File: config.mk
export PLATFORM = sky130hd
export DESIGN_NAME = fetch_unit
export DESIGN_NICKNAME = d
export VERILOG_FILES = /design/src/rtl/fetch_unit_pkg.sv /design/src/rtl/fetch_fifo.sv /design/src/rtl/fetch_unit.sv
export SDC_FILE = /design/constraint.sdc
export NUM_CORES = 1
export LEC_CHECK = 0
export BUFFER_PORTS_ARGS = -buffer_cell sky130_fd_sc_hd__buf_4
export CORE_UTILIZATION = 55
export DETAILED_ROUTE_END_ITERATION = 16
export PLACE_DENSITY = 0.83
export SKIP_LAST_GASP = 1
export SLEW_MARGIN = 20
export SYNTH_ARGS = -nofsm -noshare
export SYNTH_HDL_FRONTEND = slang
export SYNTH_SLANG_ARGS = --single-unit
File: constraint.sdc
create_clock -name clk -period 3.8 [get_ports clk]
set_input_delay 0.38 -clock clk [delete_from_list [all_inputs] [get_ports clk]]
set_output_delay 0.38 -clock clk [all_outputs]
set_load 0.1 [all_outputs]
File: src/rtl/fetch_unit_pkg.sv
// Shared definitions for the instruction fetch stage: instruction width,
// HALT opcode, fetch state encoding and a HALT decode helper.
package fetch_unit_pkg;

  // Instruction word width delivered to the decoder.
  localparam int DATA_WIDTH = 16;

  // Opcode field value (bits [15:12]) that stops fetch when halting is enabled.
  localparam logic [3:0] OP_HALT = 4'hF;

  typedef enum logic {
    ST_RUN,
    ST_HALTED
  } fetch_state_e;

  // True when the instruction word carries the HALT opcode.
  function automatic logic is_halt(input logic [DATA_WIDTH-1:0] word);
    return word[15:12] == OP_HALT;
  endfunction

endpackage

File: src/rtl/fetch_fifo.sv
// Small synchronous FIFO holding {instruction, pc} pairs for the decoder.
// Head is read combinationally; output is forced to zero while empty so the
// decoder-facing fields sit at zero after reset or a flush.
module fetch_fifo #(
  parameter int WIDTH = 24,
  parameter int DEPTH = 2,
  localparam int CW = $clog2(DEPTH + 1)
) (
  input  logic             clk,
  input  logic             rst,
  input  logic             push,
  input  logic [WIDTH-1:0] din,
  input  logic             pop,
  input  logic             flush,
  output logic [WIDTH-1:0] dout,
  output logic [CW-1:0]    count
);

  localparam int PW = $clog2(DEPTH);

  logic [PW-1:0]    wr_ptr_reg;
  logic [PW-1:0]    rd_ptr_reg;
  logic [CW-1:0]    count_reg;
  logic [WIDTH-1:0] entry_arr [DEPTH];

  // One storage register per slot; written only when the write pointer selects it.
  for (genvar gi = 0; gi < DEPTH; gi++) begin : g_entry
    logic [WIDTH-1:0] entry_reg;

    // Capture pushed data into this slot.
    always_ff @(posedge clk) begin
      if (rst) begin
        entry_reg <= '0;
      end else if (push && !flush && (wr_ptr_reg == PW'(gi))) begin
        entry_reg <= din;
      end
    end

    assign entry_arr[gi] = entry_reg;
  end

  // Pointer and occupancy bookkeeping; flush discards everything, including a same-cycle push.
  always_ff @(posedge clk) begin
    if (rst || flush) begin
      wr_ptr_reg <= '0;
      rd_ptr_reg <= '0;
      count_reg  <= '0;
    end else begin
      if (push) wr_ptr_reg <= wr_ptr_reg + PW'(1);
      if (pop)  rd_ptr_reg <= rd_ptr_reg + PW'(1);
      count_reg <= count_reg + CW'(push) - CW'(pop);
    end
  end

  assign dout  = (count_reg != '0) ? entry_arr[rd_ptr_reg] : '0;
  assign count = count_reg;

endmodule

File: src/rtl/fetch_unit.sv
// Instruction fetch stage: owns the PC, issues word reads to instruction
// memory under a credit limit of DEPTH, buffers in-order responses in
// fetch_fifo and discards stale responses after a redirect.
// Optional feature macro: FETCH_HALT_EN (stop fetching after a HALT word).
module fetch_unit
  import fetch_unit_pkg::*;
#(
  parameter int                    ADDR_WIDTH = 8,
  parameter int                    DEPTH      = 2,
  parameter logic [ADDR_WIDTH-1:0] RESET_PC   = '0
) (
  input  logic                  clk,
  input  logic                  rst,
  output logic                  imem_req_valid,
  input  logic                  imem_req_ready,
  output logic [ADDR_WIDTH-1:0] imem_req_addr,
  input  logic                  imem_rsp_valid,
  input  logic [DATA_WIDTH-1:0] imem_rsp_data,
  output logic                  instr_valid,
  input  logic                  instr_ready,
  output logic [DATA_WIDTH-1:0] instruction,
  output logic [ADDR_WIDTH-1:0] instr_pc,
  input  logic                  redirect_valid,
  input  logic [ADDR_WIDTH-1:0] redirect_pc,
  output logic                  halted
);

  localparam int CW = $clog2(DEPTH + 1);
  localparam int FW = DATA_WIDTH + ADDR_WIDTH;

  logic [ADDR_WIDTH-1:0] pc_reg;
  logic [ADDR_WIDTH-1:0] rsp_pc_reg;
  logic [CW-1:0]         inflight_reg;
  logic [CW-1:0]         inflight_next;
  logic [CW-1:0]         drop_reg;
  logic [CW-1:0]         drop_next;
  logic [CW-1:0]         fifo_count;
  logic [CW:0]           credit_used;
  logic [FW-1:0]         fifo_dout;
  logic                  pop;
  logic                  accept;
  logic                  rsp_keep;
  logic                  halt_hit;

  // A pop releases its slot in the same cycle, which is what sustains
  // one instruction per cycle with only two entries.
  assign pop         = instr_valid && instr_ready;
  assign credit_used = (CW+1)'(inflight_reg) + (CW+1)'(fifo_count) - (CW+1)'(pop);

  assign imem_req_valid = !rst && !redirect_valid && !halted && (credit_used < (CW+1)'(DEPTH));
  assign imem_req_addr  = pc_reg;
  assign accept         = imem_req_valid && imem_req_ready;

  // A response arriving during a redirect is stale by definition.
  assign rsp_keep      = imem_rsp_valid && (drop_reg == '0) && !redirect_valid;
  assign inflight_next = inflight_reg + CW'(accept) - CW'(imem_rsp_valid);

`ifdef FETCH_HALT_EN
  fetch_state_e state_reg;
  fetch_state_e state_next;

  assign halt_hit = rsp_keep && is_halt(imem_rsp_data);
  assign halted   = (state_reg == ST_HALTED);

  // Fetch state register.
  always_ff @(posedge clk) begin
    if (rst) state_reg <= ST_RUN;
    else     state_reg <= state_next;
  end

  // Enter HALTED on a kept HALT word; only a redirect resumes fetching.
  always_comb begin
    state_next = state_reg;
    if (redirect_valid)  state_next = ST_RUN;
    else if (halt_hit)   state_next = ST_HALTED;
  end
`else
  assign halt_hit = 1'b0;
  assign halted   = 1'b0;
`endif

  // Number of upcoming responses to throw away after a redirect or HALT.
  always_comb begin
    drop_next = drop_reg;
    if (redirect_valid || halt_hit) begin
      drop_next = inflight_next;
    end else if (imem_rsp_valid && (drop_reg != '0)) begin
      drop_next = drop_reg - CW'(1);
    end
  end

  // PC, response-address and credit counters.
  always_ff @(posedge clk) begin
    if (rst) begin
      pc_reg       <= RESET_PC;
      rsp_pc_reg   <= RESET_PC;
      inflight_reg <= '0;
      drop_reg     <= '0;
    end else begin
      if (redirect_valid)  pc_reg <= redirect_pc;
      else if (accept)     pc_reg <= pc_reg + ADDR_WIDTH'(1);

      if (redirect_valid)  rsp_pc_reg <= redirect_pc;
      else if (rsp_keep)   rsp_pc_reg <= rsp_pc_reg + ADDR_WIDTH'(1);

      inflight_reg <= inflight_next;
      drop_reg     <= drop_next;
    end
  end

  fetch_fifo #(
    .WIDTH (FW),
    .DEPTH (DEPTH)
  ) u_fifo (
    .clk   (clk),
    .rst   (rst),
    .push  (rsp_keep),
    .din   ({imem_rsp_data, rsp_pc_reg}),
    .pop   (pop),
    .flush (redirect_valid),
    .dout  (fifo_dout),
    .count (fifo_count)
  );

  assign instr_valid = (fifo_count != '0);
  assign instruction = fifo_dout[FW-1:ADDR_WIDTH];
  assign instr_pc    = fifo_dout[ADDR_WIDTH-1:0];

endmodule

==> reports/metrics.csv, run 1 <==
stage,metric,value,unit
run_status,outcome,"complete, no violations",
detailed_routing,WL per Instance,13.35,um
floorplan,IO Count,65,
timing,Achievable Freq,300.3,MHz
timing,Hold Slack,0.2794,ns
detailed_routing,Avg Vias per Cell,5.453,
logic_synthesis,Compound-Gate Fraction of Synth Area,14.95,%
timing,final clock skew,0.009442,ns
setup_path,largest driver fanout on the critical path,18,
detailed_routing,Detailed Route Iter0 Violations,178,
place,Final GP Congestion,0.7529,
run,Max Cap Viol,0,
timing,TNS Setup,0,ns
final_layout,register area,1441,sq um
setup_path,worst r2r src,u_fifo.count[1]$_SDFF_PP0_,
floorplan,row count,28,
setup_path,required time worst endpoint,4.08,ns
setup_path,R2R cell count,14,
detailed_routing,number of routed nets with antenna violations,0,
final_layout,Area Overhead vs Synth,20.64,%
global_routing,largest net degree at the start of global routing,65,
setup_path,worst reg2reg setup slack,0.47,ns
final_layout,Layout fillers,499,
floorplan,Die Height,80.42,um
cts,worst skew pair latency,0.35,ns
logic_synthesis,Seq cells post-synth,72,
detailed_routing,DR DRC count,0,
cts,Post-CTS Resized,0,
detailed_routing,drt total wl,7317,um
cts,CTS max path bufs,2,
power,leak pwr,1.525,nW
cts,Post-CTS Setup Inserts,0,
place,detailed-placement wirelength estimate,4793,um
logic_synthesis,"FFs w/ async S/R, synth",0,%
logic_synthesis,post-synthesis sequential area ratio,42.62,%
cts,CTS Hold Bufs,0,
power,Pwr per Cell Area,468.9,nW/um^2
floorplan,Starting Density,57.12,%
setup_path,cells along the critical path,o21ai_0 -> inv_1 -> ha_1 -> inv_1 -> nand2_1 -> fa_1 -> xnor2_2 -> or3_1 -> ha_1 -> inv_1 -> ha_1 -> xnor3_1 -> nor2_1 -> o2bb2ai_1,
worst_hold_path,Hold Path Stages,3,
logic_synthesis,Synth Instances,421,
logic_synthesis,Post-Syn Area,3382,sq um
logic_synthesis,Post-Synth XOR/XNOR Area,2.960,%
final_layout,ant diodes,0,
setup_path,CP endpoint kind,flip-flop,
worst_hold_path,HP Start,imem_rsp_data[2],
power,Worst VDD drop,0.2967,mV
logic_synthesis,library cells used by synthesis,44,
setup_path,worst r2r dst,drop_reg[1]$_SDFFE_PP0P_,
floorplan,Core ar.,5921,sq um
setup_path,"slowest stage delay, CP",0.61,ns
logic_synthesis,Adder-Cell Fraction of Synth Area,3.552,%
worst_hold_path,worst hold endpoint,u_fifo.g_entry[0].entry_reg[10]$_SDFFE_PP0P_,
logic_synthesis,number of synthesized flops with an enable pin,0,
setup_path,critical setup path kind,flip-flop to flip-flop,
logic_synthesis,Yosys warnings,0,
global_routing,GRT Residual Overflow,0,
cts,Num CTS Buffers,9,
final_layout,fin nets,508,
timing,slew margin rel.,30.73,%
global_routing,gr usage total,24.49,%
timing,final worst path period share,87.62,%
cts,# clock sinks,72,
logic_synthesis,syn avg cell area,8.033,sq um
logic_synthesis,syn_nets,460,
setup_path,type of origin of the critical path,flip-flop,
timing,final setup violation count,0,
timing,worst slew pin tran,1.038,ns
timing,Fin. Hold Viols,0,
logic_synthesis,multiplexer area fraction after synthesis,7.732,%
floorplan,Die W,80.42,um
global_routing,initial antenna violation count,0,
floorplan,die area,6467,sq um
cts,CTS H-tree lvls,3,
logic_synthesis,Synth Area in Simple Gates,22.35,%
timing,Max Slew Vio Count,0,
setup_path,worst-path cell with the longest stage delay,xnor2_2,
cts,Clock transition at path regs,0.08,ns
logic_synthesis,main combinational cell family by area after synthesis,simple AND/OR/NAND/NOR gates,
detailed_routing,DRT Pass-1 Iters,4,
final_layout,share of cells above drive strength 1,18.39,%
worst_hold_path,Hold Path Class,input pin to flip-flop,
final_layout,multi-input logic area,1769,sq um
place,I/O Buffers,63,
logic_synthesis,predominant post-synthesis flop cell,dfxtp_1,
global_routing,first-pass GRT wire length,12100,um
detailed_routing,vias,2988,
timing,Tmin final,3.330,ns
final_layout,max reg flops,48,
setup_path,Critical Path AT,3.61,ns
timing,RSZ-0062 raised after global routing,false,
cts,CTS tree,built,
global_routing,number of global-route vias before repair,2773,
cts,Root Driver,clkbuf_8,
-- layer usage --
layer / GRT usage, % / vias to the layer above / routed length [um]
li1: - / 1518 / -
met1: 30.06 / 1395 / 3248
met2: 39.83 / 63 / 3624
met3: 4.318 / 12 / 324
met4: 14.64 / 0 / 120
met5: 0 / - / 0
-- how the worst max path moves through the flow --
stage	startpoint	to	slack [ns]	cells after the start
after detailed placement	u_fifo.count[1]$_SDFF_PP0_	drop_reg[1]$_SDFFE_PP0P_	0.50	14
after floorplan	u_fifo.count[1]$_SDFF_PP0_	imem_req_valid	0.40	9
after CTS	u_fifo.count[1]$_SDFF_PP0_	drop_reg[1]$_SDFFE_PP0P_	0.46	14
after global routing	u_fifo.count[1]$_SDFF_PP0_	drop_reg[1]$_SDFFE_PP0P_	0.18	14
after global placement	instr_ready	drop_reg[1]$_SDFFE_PP0P_	0.62	15
final	u_fifo.count[1]$_SDFF_PP0_	drop_reg[1]$_SDFFE_PP0P_	0.47	14
-- synth_stat cells (2+ instances only) --
master     count  share of area (%)
inv_1         17                1.9
nand3_1        4               0.59
nor2_1        36                4.0
nand2_1      101                 11
o21a_1         4               0.89
and4_1         2               0.52
nor3_1         6               0.89
xor2_1         5                1.3
a211oi_1       3               0.67
buf_2         11                1.6
nor2b_1        2               0.37
dfxtp_1       72                 43
a311oi_1       2               0.52
or4_1          2               0.44
o21ai_0        2               0.30
or3_1          3               0.55
ha_1           8                3.0
a31oi_1        2               0.37
nand4_1        4               0.74
a21oi_1       53                7.8
clkbuf_1      17                1.9
o31ai_1        2               0.44
o31a_1        10                2.6
nand4bb_1      2               0.67
o21bai_1       2               0.44
xnor2_1        2               0.52
nor4_1         6                1.1
mux2i_1       25                7.4
-- critical path: cells and delay by family, from the launching register on --
family	cells	cell delay, ns
AND/OR/NAND/NOR	3	0.44
flip-flops	1	0.35
XOR/XNOR	2	0.82
adder cells (fa/ha/maj)	4	1.04
AO/OA/AOI/OAI	2	0.41
buffers and inverters	3	0.21
-- cell usage in the layout (no fill, tap or decap), drive strengths merged, types with 2 or more instances in the layout --
cell      instances
dfxtp            72
xor2              5
clkinv            2
mux2i            25
bufinv            2
nor2b             2
o21bai            2
inv              17
nand4bb           2
and4              2
nor2             36
or3               3
o21a              4
a21oi            53
or4               2
xnor2             3
nor3              6
a31oi             2
o21ai             3
nand2           101
nor4              6
a311oi            2
o31a             10
clkinvlp          2
buf              67
ha                8
o31ai             2
nand4             4
a211oi            3
nand3             4
clkbuf            9
-- stage by stage --
step                cell area (sq um)  cells  total power, W  worst slack, ns  util, %
finish                           4080    548        0.001913           0.4703    68.91
global route                     4080    548        0.001998           0.1758    68.91
CTS                              4080    548        0.001921           0.4629    68.91
detailed placement               3871    533        0.001283           0.4997    65.38
global placement                 3871    533        0.001270           0.6179    65.38
floorplan                        3387    421        0.001181           0.3955        -
-- cell type report --
| class | count | share of cell area (%) |
|---|---|---|
| clock inverter | 6 | 2.085 |
| tap | 75 | 2.300 |
| timing repair buffer | 67 | 12.33 |
| sequential | 72 | 35.33 |
| multi-input combinational | 302 | 43.36 |
| inverter | 17 | 1.564 |
| clock buffer | 9 | 3.036 |
-- kinds of logic (layout without fill, tap and decap cells) --
kind of cell	after synthesis	after routing
muxes	26	26
DFF	72	72
AOI/OAI and AO/OA	84	84
xor gates and xnor gates	9	9
buffers and inverters	47	99
other	1	1
and+or+nand+nor	173	173
adders and majority gates	9	9
-- power breakdown --
group          switching (W)  internal, W
combinational       0.000284     0.000147
sequential         0.0000366     0.000800
clock               0.000283     0.000363
Power figures use the tool's default switching activity.
==> run 2, diff against run 1 <==
CORE_UTILIZATION = 45   (was 55)
PLACE_DENSITY = 0.71   (was 0.83)
SKIP_CTS_REPAIR_TIMING = 1   (was unset)
==> reports/metrics.csv, run 2 (synthesis results as in run 1) <==
stage,metric,value,unit
run_status,outcome,"complete, no violations",
detailed_routing,DRT Pass-1 Iters,4,
cts,worst skew pair latency,0.35,ns
worst_hold_path,Hold Path Class,input pin to flip-flop,
detailed_routing,DR DRC count,0,
setup_path,type of origin of the critical path,flip-flop,
global_routing,GRT Residual Overflow,0,
setup_path,Critical Path AT,3.59,ns
timing,RSZ-0062 raised after global routing,false,
cts,CTS tree,built,
setup_path,R2R cell count,14,
floorplan,IO Count,65,
final_layout,Area Overhead vs Synth,20.75,%
timing,Achievable Freq,301.4,MHz
timing,worst slew pin tran,1.036,ns
setup_path,cells along the critical path,o21ai_0 -> inv_1 -> ha_1 -> inv_1 -> nand2_1 -> fa_1 -> xnor2_2 -> or3_1 -> ha_1 -> inv_1 -> ha_1 -> xnor3_1 -> nor2_1 -> o2bb2ai_1,
place,Placed Area,3901,sq um
cts,Num CTS Buffers,9,
cts,CTS H-tree lvls,3,
power,Worst VDD drop,0.2662,mV
place,placed cell count,557,
final_layout,max reg flops,48,
cts,Clock transition at path regs,0.08,ns
floorplan,die area,7866,sq um
run,Max Cap Viol,0,
power,leak pwr,1.521,nW
global_routing,gr usage total,20.48,%
detailed_routing,drt total wl,7673,um
floorplan,Starting Density,46.63,%
global_routing,largest net degree at the start of global routing,65,
detailed_routing,vias,3032,
global_routing,initial antenna violation count,0,
final_layout,fin nets,508,
setup_path,CP endpoint kind,flip-flop,
floorplan,Die Height,88.69,um
floorplan,row count,31,
timing,final worst path period share,87.32,%
timing,final setup violation count,0,
setup_path,largest driver fanout on the critical path,18,
timing,slew margin rel.,30.84,%
timing,Max Slew Vio Count,0,
cts,# clock sinks,72,
detailed_routing,number of routed nets with antenna violations,0,
setup_path,critical setup path kind,flip-flop to flip-flop,
global_routing,first-pass GRT wire length,12260,um
timing,final setup margin,0.4820,ns
worst_hold_path,Hold Path Stages,3,
power,Pwr per Cell Area,448.4,nW/um^2
final_layout,share of cells above drive strength 1,18.35,%
final_layout,ant diodes,0,
place,Final GP Congestion,0.7936,
final_layout,"most common cell after layout, fill and taps aside",nand2_1,
cts,Root Driver,clkbuf_8,
detailed_routing,Avg Vias per Cell,5.291,
final_layout,final non-filler cell total,573,
setup_path,"slowest stage delay, CP",0.60,ns
cts,CTS max path bufs,2,
timing,Tmin final,3.318,ns
final_layout,most frequent cells in the layout,"nand2_1 (101), dfxtp_1 (72), buf_4 (67)",
setup_path,worst-path cell with the longest stage delay,xnor2_2,
timing,final clock skew,0.006265,ns
setup_path,required time worst endpoint,4.08,ns
detailed_routing,WL per Instance,13.39,um
global_routing,number of global-route vias before repair,2673,
timing,TNS Setup,0,ns
final_layout,final instance area,4084,sq um
place,"worst slack, placed",0.4845,ns
floorplan,Die W,88.69,um
timing,Fin. Hold Viols,0,
place,detailed-placement wirelength estimate,5159,um
floorplan,Core ar.,7253,sq um
timing,Hold Slack,0.2814,ns
place,I/O Buffers,63,
detailed_routing,Detailed Route Iter0 Violations,180,
==> run 2: final timing paths <==
path / startpoint / end / slack (ns)
setup / recovery: u_fifo.count[1]$_SDFF_PP0_ / drop_reg[1]$_SDFFE_PP0P_ / 0.48
hold / removal: imem_rsp_data[8] / u_fifo.g_entry[1].entry_reg[16]$_SDFFE_PP0P_ / 0.28
setup reg to reg: u_fifo.count[1]$_SDFF_PP0_ / drop_reg[1]$_SDFFE_PP0P_ / 0.48
hold reg to reg: u_fifo.g_entry[1].entry_reg[3]$_SDFFE_PP0P_ / u_fifo.g_entry[1].entry_reg[3]$_SDFFE_PP0P_ / 0.45
==> run 2: layer usage <==
metal  track usage, %  vias to the layer above  part of all wire (%)
met5                0                        -                     0
met2            33.85                       93                    46
li1                 -                     1524                     -
met3            4.571                       10                   4.8
met1            25.82                     1405                    47
met4            8.504                        0                   1.5
==> run 2: through the flow <==
step	power (W)	util, %
floorplan	0.001181	-
global placement	0.001276	53.79
detailed placement	0.001286	53.79
CTS	0.001842	56.31
global route	0.001919	56.31
finish	0.001831	56.31
==> run 2: layout make-up <==
| cell class | count | area (sq um) |
|---|---|---|
| Sequential cell | 72 | 1441 |
| Fill cell | 678 | 3169 |
| Multi-Input combinational cell | 302 | 1769 |
| Timing Repair Buffer | 67 | 503.0 |
| Clock buffer | 12 | 155.1 |
| Clock inverter | 4 | 27.53 |
| Tap cell | 99 | 123.9 |
| Inverter | 17 | 63.81 |
==> run 2: worst max-delay path: cells and delay by family, from the launching register on <==
family,cells,cell delay (ns)
AO/OA/AOI/OAI,2,0.38
buffers and inverters,3,0.22
XOR/XNOR,2,0.81
adder cells (fa/ha/maj),4,1.05
AND/OR/NAND/NOR,3,0.43
flip-flops,1,0.35
==> run 2: power by group <==
group	switching [W]	internal, W
sequential	0.0000379	0.000799
combinational	0.000284	0.000146
clock	0.000289	0.000274
total	0.000611	0.00122
